`src/rtl/gf2_pkg.sv`:
```
// Shared GF(2) arithmetic definitions: default operand widths and the
// divider's state encoding.
package gf2_pkg;

   localparam int GF2_M = 4;
   localparam int GF2_N = 7;

   typedef enum logic [1:0] {
      IDLE = 2'd0,
      RUN  = 2'd1,
      DONE = 2'd2
   } state_t;

endpackage

```
`src/rtl/gf2_poly_div_if.sv`:
```
// Request/response bundle for the GF(2) polynomial divider.
interface gf2_poly_div_if #(
   parameter int M = 4,
   parameter int N = 7
);
   logic         in_valid;
   logic         in_ready;
   logic [N-1:0] dividend;
   logic [M-1:0] divisor;
   logic         out_valid;
   logic         out_ready;
   logic [N-1:0] quotient;
   logic [M-2:0] remainder;
   logic         div_by_zero;

   modport master (
      output in_valid, dividend, divisor, out_ready,
      input  in_ready, out_valid, quotient, remainder, div_by_zero
   );

   modport slave (
      input  in_valid, dividend, divisor, out_ready,
      output in_ready, out_valid, quotient, remainder, div_by_zero
   );
endinterface

```
`src/rtl/gf2_msb_index.sv`:
```
// Combinational priority encoder: index of the highest set bit, plus a flag
// for an all-zero input.
module gf2_msb_index #(
   parameter int W  = 4,
   parameter int IW = (W > 1) ? $clog2(W) : 1
) (
   input  logic [W-1:0]  value,
   output logic [IW-1:0] index,
   output logic          zero
);

   // Later (higher) set bits overwrite earlier ones, so the MSB wins.
   always_comb begin
      index = '0;
      zero  = 1'b1;
      for (int i = 0; i < W; i++) begin
         if (value[i]) begin
            index = IW'(i);
            zero  = 1'b0;
         end
      end
   end

endmodule

```
`src/rtl/gf2_poly_div.sv`:
```
// Bit-serial carry-less polynomial long division: one dividend position per
// clock, XOR as subtraction, quotient/remainder held until accepted.
module gf2_poly_div
   import gf2_pkg::*;
#(
   parameter int M = GF2_M,
   parameter int N = GF2_N
) (
   input logic          clk,
   input logic          rst,
   gf2_poly_div_if.slave bus
);

   localparam int DW = (M > 1) ? $clog2(M) : 1;
   localparam int CW = (N > 1) ? $clog2(N) : 1;

   state_t          state;
   state_t          state_nx;
   logic [M-1:0]    div_r;
   logic [N-1:0]    rem_r;
   logic [N-1:0]    q_r;
   logic [DW-1:0]   d_r;
   logic [CW-1:0]   cnt;
   logic            dbz_r;

   logic [DW-1:0]   d_in;
   logic            div_zero;
   logic            accept;
   logic [CW-1:0]   d_ext;
   logic [CW-1:0]   shift;
   logic            step_hit;
   logic [N-1:0]    div_shifted;
   logic [N-1:0]    q_bit;

   gf2_msb_index #(.W(M), .IW(DW)) u_msb (
      .value (bus.divisor),
      .index (d_in),
      .zero  (div_zero)
   );

   assign accept      = (state == IDLE) && bus.in_valid;
   assign d_ext       = CW'(d_r);
   assign shift       = cnt - d_ext;
   assign step_hit    = (cnt >= d_ext) && rem_r[cnt];
   assign div_shifted = N'(div_r) << shift;
   assign q_bit       = N'(1) << shift;

   always_ff @(posedge clk or posedge rst) begin
      if (rst) begin
         state <= IDLE;
      end else begin
         state <= state_nx;
      end
   end

   always_comb begin
      state_nx = state;
      case (state)
         IDLE:    if (bus.in_valid)  state_nx = RUN;
         RUN:     if (cnt == '0)     state_nx = DONE;
         DONE:    if (bus.out_ready) state_nx = IDLE;
         default: state_nx = IDLE;
      endcase
   end

   // A zero divisor still spends one RUN cycle (cnt starts at 0 and the
   // cleared remainder never matches), so its result appears one edge after
   // accept instead of N.
   always_ff @(posedge clk or posedge rst) begin
      if (rst) begin
         div_r <= '0;
         rem_r <= '0;
         q_r   <= '0;
         d_r   <= '0;
         cnt   <= '0;
         dbz_r <= 1'b0;
      end else if (accept) begin
         div_r <= bus.divisor;
         d_r   <= d_in;
         q_r   <= '0;
         if (div_zero) begin
            rem_r <= '0;
            cnt   <= '0;
            dbz_r <= 1'b1;
         end else begin
            rem_r <= bus.dividend;
            cnt   <= CW'(N - 1);
            dbz_r <= 1'b0;
         end
      end else if (state == RUN) begin
         if (step_hit) begin
            rem_r <= rem_r ^ div_shifted;
            q_r   <= q_r | q_bit;
         end
         if (cnt != '0) begin
            cnt <= cnt - 1'b1;
         end
      end
   end

   // Every position at or above the divisor degree must have been cancelled.
   always_ff @(posedge clk) begin
      if (!rst && state == DONE) begin
         assert ((rem_r >> d_r) == '0);
      end
   end

   assign bus.in_ready    = (state == IDLE);
   assign bus.out_valid   = (state == DONE);
   assign bus.quotient    = q_r;
   assign bus.remainder   = rem_r[M-2:0];
   assign bus.div_by_zero = dbz_r;

endmodule

```
`src/flat_wrapper.sv`:
```
// flat-port wrapper written by rule: the top's interface ports become plain ports
module gf2_poly_div_flat import gf2_pkg::*;
#(
   parameter int M = GF2_M,
   parameter int N = GF2_N
)
  (clk, rst, bus_in_valid, bus_dividend, bus_divisor, bus_out_ready, bus_in_ready, bus_out_valid, bus_quotient, bus_remainder, bus_div_by_zero);
  gf2_poly_div_if #(.M(M), .N(N)) bus_i ();
  input logic clk;
  input logic rst;
  input wire logic [$bits(bus_i.in_valid)-1:0] bus_in_valid;
  input wire logic [$bits(bus_i.dividend)-1:0] bus_dividend;
  input wire logic [$bits(bus_i.divisor)-1:0] bus_divisor;
  input wire logic [$bits(bus_i.out_ready)-1:0] bus_out_ready;
  output wire logic [$bits(bus_i.in_ready)-1:0] bus_in_ready;
  output wire logic [$bits(bus_i.out_valid)-1:0] bus_out_valid;
  output wire logic [$bits(bus_i.quotient)-1:0] bus_quotient;
  output wire logic [$bits(bus_i.remainder)-1:0] bus_remainder;
  output wire logic [$bits(bus_i.div_by_zero)-1:0] bus_div_by_zero;
  assign bus_i.in_valid = bus_in_valid;
  assign bus_i.dividend = bus_dividend;
  assign bus_i.divisor = bus_divisor;
  assign bus_i.out_ready = bus_out_ready;
  assign bus_in_ready = bus_i.in_ready;
  assign bus_out_valid = bus_i.out_valid;
  assign bus_quotient = bus_i.quotient;
  assign bus_remainder = bus_i.remainder;
  assign bus_div_by_zero = bus_i.div_by_zero;
  gf2_poly_div #(.M(M), .N(N)) u_core (.clk(clk), .rst(rst), .bus(bus_i));
endmodule
```
`config.mk`:
```
export PLATFORM = sky130hd
export DESIGN_NAME = gf2_poly_div_flat
export DESIGN_NICKNAME = d
export VERILOG_FILES = /design/src/rtl/gf2_pkg.sv /design/src/rtl/gf2_poly_div_if.sv /design/src/rtl/gf2_msb_index.sv /design/src/rtl/gf2_poly_div.sv /design/src/flat_wrapper.sv
export SDC_FILE = /design/constraint.sdc
export NUM_CORES = 1
export LEC_CHECK = 0
export BUFFER_PORTS_ARGS = -buffer_cell sky130_fd_sc_hd__buf_4
export CORE_ASPECT_RATIO = 1.5
export CORE_UTILIZATION = 55
export DETAILED_ROUTE_END_ITERATION = 16
export PLACE_DENSITY = 0.79
export SYNTH_ARGS = -nofsm -noshare
export SYNTH_HDL_FRONTEND = slang
export SYNTH_HIERARCHICAL = 1
export SYNTH_SLANG_ARGS = --single-unit
```
`constraint.sdc`:
```
create_clock -name clk -period 3.1 [get_ports clk]
set_clock_uncertainty 0.1 [all_clocks]
set_input_delay 0.93 -clock clk [delete_from_list [all_inputs] [get_ports clk]]
set_output_delay 0.93 -clock clk [all_outputs]
set_load 0.005 [all_outputs]
```
* Yosys cells after proc, flatten, opt, wreduce, memory -nomap -nowiden
Index checks and enable logic that the tools add are counted.
Operators by class: $add $sub $neg 2, shifts and indexed selects 2, muxes and demuxes 25, bitwise logic cells 2, eq/ne operators 5, reductions and logical operators 11, magnitude comparators 2
Operators with widths (count):
- 7-bit two-way mux | 7
- 3-bit two-way mux | 4
- 2-bit two-way mux | 5
- 1-bit two-way mux | 7
- 7-bit OR | 1
- 1-bit by 3-bit left shift with 7-bit output (first input constant) | 1
- 4-bit by 3-bit left shift with 7-bit output | 1
- 7-bit XOR | 1
- 2-bit case mux with 3 select lines | 1
- 2-bit nonzero test | 3
- 3-bit by 4-bit < comparator with 1-bit output (second input constant) | 1
- 2-bit != test (second input constant) | 2
- 2-bit AND reduction | 2
- 1-bit binary-select mux with 3-bit select | 1
- 3-bit by 2-bit >= comparator with 1-bit output | 1
- 3-bit logical NOT | 1
- 3-bit AND reduction | 1
- 3-bit nonzero test | 1
- 3-bit by 1-bit subtractor with 3-bit output (second input constant) | 1
- 3-bit by 2-bit subtractor with 3-bit output | 1
- 2-bit by 1-bit equality test with 1-bit output (second input constant) | 1
- 2-bit equality test (second input constant) | 1
- 1-bit logical AND | 2
- 2-bit logical NOT | 1
- 2-bit by 1-bit != test with 1-bit output (second input constant) | 1
Storage, ports and cells: output and inout port bits 13, logic and storage cells 56, flip-flop bits (word level) 26, bits of input ports 15

* Logic depth before layout (Yosys ltp)
Gate-level depths: netlist (run 1).
word-level depth 6, gate-level depth with buffers 10, mapped depth without buffers 9

* By module
Netlist (run 1), hierarchy kept.
By module, submodules not included:
- gf2_poly_div | times used 1, seq. area each 650.6 um^2, cells an instance 163, area each 1508.9 um^2
- gf2_msb_index | times used 1, seq. area each 0.0 um^2, cells an instance 4, area each 30.0 um^2

* Least setup slack after synthesis (run 1)
No wires, ideal clock.
kind register to register, start register u_core.cnt[0], end register u_core.rem_r[4], arrival time 2.301 ns, data required time 2.918 ns, path buffers 0, setup slack 0.617 ns, clock period less this slack 2.483 ns, stages on the path, launching flop included 10, cells stage by stage dfrtp_1 inv_1 ha_1 inv_1 fa_1 xor2_1 mux2i_1 o21ai_0 or3_1 a31oi_1
Between the ends: longest elaborated chain between the ends 6, elaborated cells between the ends (all ways) 12, classes of those cells add/sub: 1; order compare: 1; shift: 1; mux: 5; bitwise: 1; reduce/logical: 3
Ends and longest elaborated chain:
- from (decl) | RTL line gf2_poly_div.sv:23 | logic [CW-1:0] cnt;
- from (signal assigned) | RTL line gf2_poly_div.sv:87 | cnt <= CW'(N - 1);
- from (signal assigned) | RTL line gf2_poly_div.sv:96 | cnt <= cnt - 1'b1;
- 3-bit by 2-bit subtractor with 3-bit output | RTL line gf2_poly_div.sv:43 | assign shift = cnt - d_ext;
- 4-bit by 3-bit left shift with 7-bit output | RTL line gf2_poly_div.sv:45 | assign div_shifted = N'(div_r) << shift;
- 7-bit XOR | RTL line gf2_poly_div.sv:92 | rem_r <= rem_r ^ div_shifted;
- 7-bit two-way mux | RTL line gf2_poly_div.sv:91 | if (step_hit) begin
- 7-bit two-way mux | RTL line gf2_poly_div.sv:90 | end else if (state == RUN) begin
- 7-bit two-way mux | RTL line gf2_poly_div.sv:77 | end else if (accept) begin
- to (signal assigned) | RTL line gf2_poly_div.sv:86 | rem_r <= bus.dividend;
- to (signal assigned) | RTL line gf2_poly_div.sv:92
- to (decl) | RTL line gf2_poly_div.sv:20 | logic [N-1:0] rem_r;
Parallel ways exist; a longest one is shown, timed or not. The select of a mux whose other input is x is not followed. A chain may end at the register's enable or synchronous reset.

* Worst setup path after layout (run 1)
Ends and elaborated chain as after synthesis.

==> results of run 1 <==
cell usage in the layout, fill, tap and decap left out, types with 4 or more instances in the layout:
cell,count
inv_1,9
mux2i_1,4
a21oi_1,12
buf_4,28
nor3_1,6
clkbuf_8,4
nor2_1,9
ha_1,4
nand2_1,24
a31oi_1,7
dfrtp_1,26
o21ai_0,9
cell families after synthesis:
kind of cell               count (synthesis)
muxes                                      7
and+or+nand+nor                           63
AOI/OAI and AO/OA                         42
xor gates and xnor gates                   4
adders and majority gates                  5
buffers and inverters                     20
DFF                                       26
metal layers:
layer  vias up  share of wire
li1        625              -
met1       635           0.40
met2        35           0.54
met3         4          0.045
met4         0          0.012
met5         -              0
power breakdown:
group	internal (W)	total, W	switching (W)
Combinational	0.000546	0.00126	0.000714
Sequential	0.000489	0.000626	0.000136
Clock	0.000113	0.000217	0.000103
critical path, stage by stage, from the launching register on:
cell and delay, ps:
dfrtp_1 450, inv_1 140, ha_1 180, inv_1 50, fa_1 440, xor2_1 440, mux2i_1 270, o21ai_0 100
or3_1 330, a31oi_1 160
flip-flops by register name (all words and copies together) (netlist names):
name	flops
u_core/d_r	2
u_core/div_r	4
u_core/bus.div_by_zero	1
u_core/bus.quotient	7
u_core/cnt	3
u_core/rem_r	7
u_core/state	2
synthesized netlist by cell type, types with 2 or more instances:
cell type / n / area share
a21o_1: 2 / 0.0098
nor2_1: 9 / 0.022
buf_4: 3 / 0.015
dfrtp_1: 26 / 0.42
o21ai_0: 9 / 0.029
nor3_1: 6 / 0.020
nand3_1: 2 / 0.0065
a31oi_1: 7 / 0.028
clkbuf_1: 6 / 0.015
o21a_1: 3 / 0.015
nor2b_1: 3 / 0.012
nor3b_1: 3 / 0.015
inv_1: 9 / 0.022
nand2_1: 24 / 0.059
or3_1: 3 / 0.012
xnor2_1: 3 / 0.017
ha_1: 4 / 0.033
a311oi_1: 2 / 0.011
mux2i_1: 4 / 0.026
nand2b_1: 2 / 0.0081
a21oi_1: 12 / 0.039
worst paths after layout:
| check | start | end | slack [ps] |
|---|---|---|---|
| max in group asynchronous | rst | u_core/rem_r[4] | 2040 |
| worst max-delay path | u_core/cnt[0] | u_core/rem_r[4] | 350 |
| worst min-delay path | u_core/bus.div_by_zero | u_core/bus.div_by_zero | 380 |
| min in group asynchronous | rst | u_core/bus.quotient[1] | 610 |
| worst min register to register | u_core/bus.div_by_zero | u_core/bus.div_by_zero | 380 |
| worst max register to register | u_core/cnt[0] | u_core/rem_r[4] | 350 |
cell type report:
cell class                      instances  area [um^2]
Clock buffer                            4         55.1
Fill cell                             229          887
Inverter                                9         33.8
Multi-Input combinational cell        121          793
Sequential cell                        26          651
Tap cell                               37         46.3
Timing Repair Buffer                   28          210
metrics by stage:
step                std cells  hold WS (ps)  cell area, um^2  power (W)  utilization
floorplan                 167           352             1540    0.00159            -
global placement          221           362             1730    0.00182        0.648
detailed placement        221           368             1730    0.00187        0.648
CTS                       225           388             1790    0.00210        0.669
global route              225           413             1790    0.00229        0.669
finish                    225           382             1790    0.00210        0.669
==> results.tsv, run 1 <==
metric	value	unit
status	complete, no violations	
yosysWarnings	6	
vdd_drop_max	0.768	mV
synth_simple_gate_area_frac	0.220	
grt_max_degree	27	
syn-num-nets	187	
cp-end-kind	flip-flop	
grt_setup_unrepaired	false	
synth_compound_area_frac	0.169	
cts-resized-gates	0	
fin_nets	209	
hpwlAfterDp	2390	um
hold_buffers	0	
seq_area_frac_synth	0.423	
critPathKind	flip-flop to flip-flop	
antenna_found_initial	0	
muxShareOfSynthArea	0.0577	
fmax	363	MHz
arrival	2840	ps
synth_top_family_by_area	simple AND/OR/NAND/NOR gates	
synth_ff_type	dfrtp_1	
reg2reg_depth	9	
place_ws	372	ps
synth_cells	167	
area_delta_synth_final	16.3	%
grt_pass1_vias	1289	
critPathRequiredTime	3190	ps
cp-start-kind	flip-flop	
grt.busiest_layer	met2	
drive_gt1_frac	0.218	
async_flop_share	1.00	
fp-row-count	23	
met3_usage	0.0461	
die_h	66.8	um
cts_sinks	26	
initial_core_util	0.575	
overflow	0	
syn_area	0.00154	mm^2
num_vias	1299	
ys_types	46	
numCtsBuffers	3	
cts_buffer_depth	2	
finalSetupTns	0	ps
gr-usage-met1	0.301	
portBuffers	27	
place_congestion	0.914	
cts_setup_buffers	0	
drt_wl_total	3290	um
p_leak	0.837	nW
worstHoldPathType	flip-flop to flip-flop	
die_area	0.00302	mm^2
drv_cap	0	
slew_viol_final	0	
use_met2	0.449	
grt_usage	0.263	
period_share	0.888	
synth_edf_count	0	
synth.avg_cell_area	9.22	um^2
grt_pass1_wl	5650	um
setup_ws	346	ps
drc	0	
antenna_cells	0	
hold_violations	0	
cp_max_fo	6	
maxSlewHeadroom	0.493	
insertion_delay	270	ps
die_w	45.2	um
cellPowerDensity	1180	mW/mm^2
ys_seq_elements	26	
wl_per_cell	14.6	um
tightest_slew	759	ps
ioPinCount	28	
htreeDepth	1	
drt_iter0_drc	54	
hold_path_depth	1	
cts_root_buffer	clkbuf_8	
clkTransAtPathRegs	90	ps
finalSetupViolCount	0	
drt-pass1-iter-count	4	
detail-route-antenna-nets	0	
synth_xor_area_frac	0.0228	
cts_tree	built	
core_area	0.00268	mm^2
finalWorstPathRequiredPeriod	2750	ps
synthAdderAreaFrac	0.0455	
vias_per_cell	5.77	
(Power assumes the default switching activity.)
==> run 2, diff against run 1 <==
CTS_BUF_LIST = sky130_fd_sc_hd__clkbuf_16   (was not set)
==> run 2 against run 1 <==
  * Sequential power hardly changed
  * Non-clock buffer count did not move
  * Core utilization up 0.89 points
  * Die area unchanged
  * First-iteration DRC count down 41%
  * Critical path depth did not move
  * Hold slack got worse by 5.2 ps
  * Fmax down 2.2%
  * Critical path type unchanged
  * Critical endpoint is now u_core/rem_r[6]
  * Highest routed layer unchanged
==> results.tsv, run 2 (synthesis gave the netlist of run 1 again) <==
metric	value	unit	change
status	complete, no violations		unchanged
place_congestion	0.914		unchanged
critPathKind	flip-flop to flip-flop		unchanged
cts_setup_buffers	0		unchanged
cts-resized-gates	0		unchanged
clkTransAtPathRegs	60	ps	was 90 ps
cp-start-kind	flip-flop		unchanged
wl_per_cell	15.0	um	was 14.6 um
hold_buffers	0		unchanged
core_area	0.00268	mm^2	unchanged
cts_tree	built		unchanged
cpMostUsedCell	inv_1		unchanged
finalSetupViolCount	0		unchanged
critPathSlowestCell	xor2_1		was dfrtp_1
grt_pass1_wl	5690	um	was 5650 um
detail-route-antenna-nets	0		unchanged
fill_cells	223		was 229
cts_sinks	26		unchanged
antenna_cells	0		unchanged
drive_gt1_frac	0.213		was 0.218
reg2reg_depth	9		unchanged
multiInputGateArea	793	um^2	unchanged
portBuffers	27		unchanged
grt_pass1_vias	1294		was 1289
mostFrequentLayoutCell	buf_4		unchanged
cp-end-kind	flip-flop		unchanged
setup_ws	283	ps	was 346 ps
initial_core_util	0.575		unchanged
finalWorstPathRequiredPeriod	2820	ps	was 2750 ps
cp_num_buf_inv	2		unchanged
cellPowerDensity	1210	mW/mm^2	was 1180 mW/mm^2
grt_setup_unrepaired	false		unchanged
final_cell_mix	buf_4 (28), dfrtp_1 (26), nand2_1 (24)		unchanged
ioPinCount	28		unchanged
cp_cell_sequence	inv_1 > ha_1 > inv_1 > fa_1 > xor2_1 > mux2i_1 > a21oi_1 > or3_1 > a31oi_1		was inv_1 > ha_1 > inv_1 > fa_1 > xor2_1 > mux2i_1 > o21ai_0 > or3_1 > a31oi_1
seqCellArea	651	um^2	unchanged
cp_max_fo	6		unchanged
vias_per_cell	5.70		was 5.77
finalPower	0.00219	W	was 0.00210 W
place_ws	372	ps	unchanged
maxSlewHeadroom	0.479		was 0.493
num_vias	1283		was 1299
cts_root_buffer	clkbuf_16		was clkbuf_8
fin_nets	209		unchanged
fmax	355	MHz	was 363 MHz
slew_viol_final	0		unchanged
tightest_slew	780	ps	was 759 ps
grt_max_degree	27		unchanged
die_w	45.2	um	unchanged
finalNonFillerCells	225		unchanged
drt_wl_total	3380	um	was 3290 um
cts_buffer_depth	2		unchanged
htreeDepth	1		unchanged
finalSetupTns	0	ps	unchanged
hpwlAfterDp	2390	um	unchanged
worstHoldPathType	flip-flop to flip-flop		unchanged
drt-pass1-iter-count	4		unchanged
period_share	0.909		was 0.888
place_inst	221		unchanged
numCtsBuffers	3		unchanged
p_leak	0.846	nW	was 0.837 nW
hold_path_depth	1		unchanged
antenna_found_initial	0		unchanged
overflow	0		unchanged
vdd_drop_max	0.770	mV	was 0.768 mV
drc	0		unchanged
area_delta_synth_final	17.8	%	was 16.3%
path_delay_family	adder cells		unchanged
critPathRequiredTime	3180	ps	was 3190 ps
insertion_delay	260	ps	was 270 ps
die_h	66.8	um	unchanged
fp-row-count	23		unchanged
arrival	2890	ps	was 2840 ps
hold_violations	0		unchanged
die_area	0.00302	mm^2	unchanged
drv_cap	0		unchanged
crit_path_max_incr_delay	460	ps	was 450 ps
drt_iter0_drc	32		was 54
grt_usage	0.262		was 0.263
worst-path-stages	9		unchanged
[run 2: changes by cell type in the layout (fill, tap and decap cells not counted), sizes merged]
| cell | change |
|---|---|
| clkbuf | -1 |
| clkinv | +1 |
[run 2: area by class of cell]
cell class                      instances  area share
Clock inverter                          1     0.00207
Tap cell                               37      0.0255
Multi-Input combinational cell        121       0.438
Clock buffer                            3      0.0414
Inverter                                9      0.0186
Sequential cell                        26       0.359
Timing Repair Buffer                   28       0.116
[run 2: worst paths after layout]
path                                   startpoint                     end  slack (ps)
min in group asynchronous                     rst         u_core/div_r[1]         620
min                        u_core/bus.div_by_zero  u_core/bus.div_by_zero         380
max in group asynchronous                     rst         u_core/rem_r[5]        2030
max reg2reg                         u_core/cnt[0]         u_core/rem_r[6]         280
max                                 u_core/cnt[0]         u_core/rem_r[6]         280
min reg2reg                u_core/bus.div_by_zero  u_core/bus.div_by_zero         380
[run 2: per-stage QoR]
| step | area, um^2 | hold slack [ps] | utilization |
|---|---|---|---|
| after global routing | 1810 | 407 | 0.677 |
| after CTS | 1810 | 382 | 0.677 |
| after global placement | 1730 | 362 | 0.648 |
| after floorplan | 1540 | 352 | - |
| after detailed placement | 1730 | 368 | 0.648 |
| final | 1810 | 377 | 0.677 |
[run 2: metal layers]
metal | vias to the layer above | wire (um) | part of all wire | GRT usage
met1 | 607 | 1370 | 0.40 | 0.312
met5 | - | 0 | 0 | 0
li1 | 628 | - | - | -
met3 | 4 | 195 | 0.058 | 0.0298
met2 | 44 | 1760 | 0.52 | 0.447
met4 | 0 | 57 | 0.017 | 0.133
[run 2: power breakdown]
group          total (W)  switching, W  leakage, nW  internal (W)
registers       0.000626      0.000136        0.317      0.000490
logic            0.00127      0.000728        0.491      0.000546
clock network   0.000288      0.000115       0.0385      0.000173
total            0.00219      0.000979        0.846       0.00121
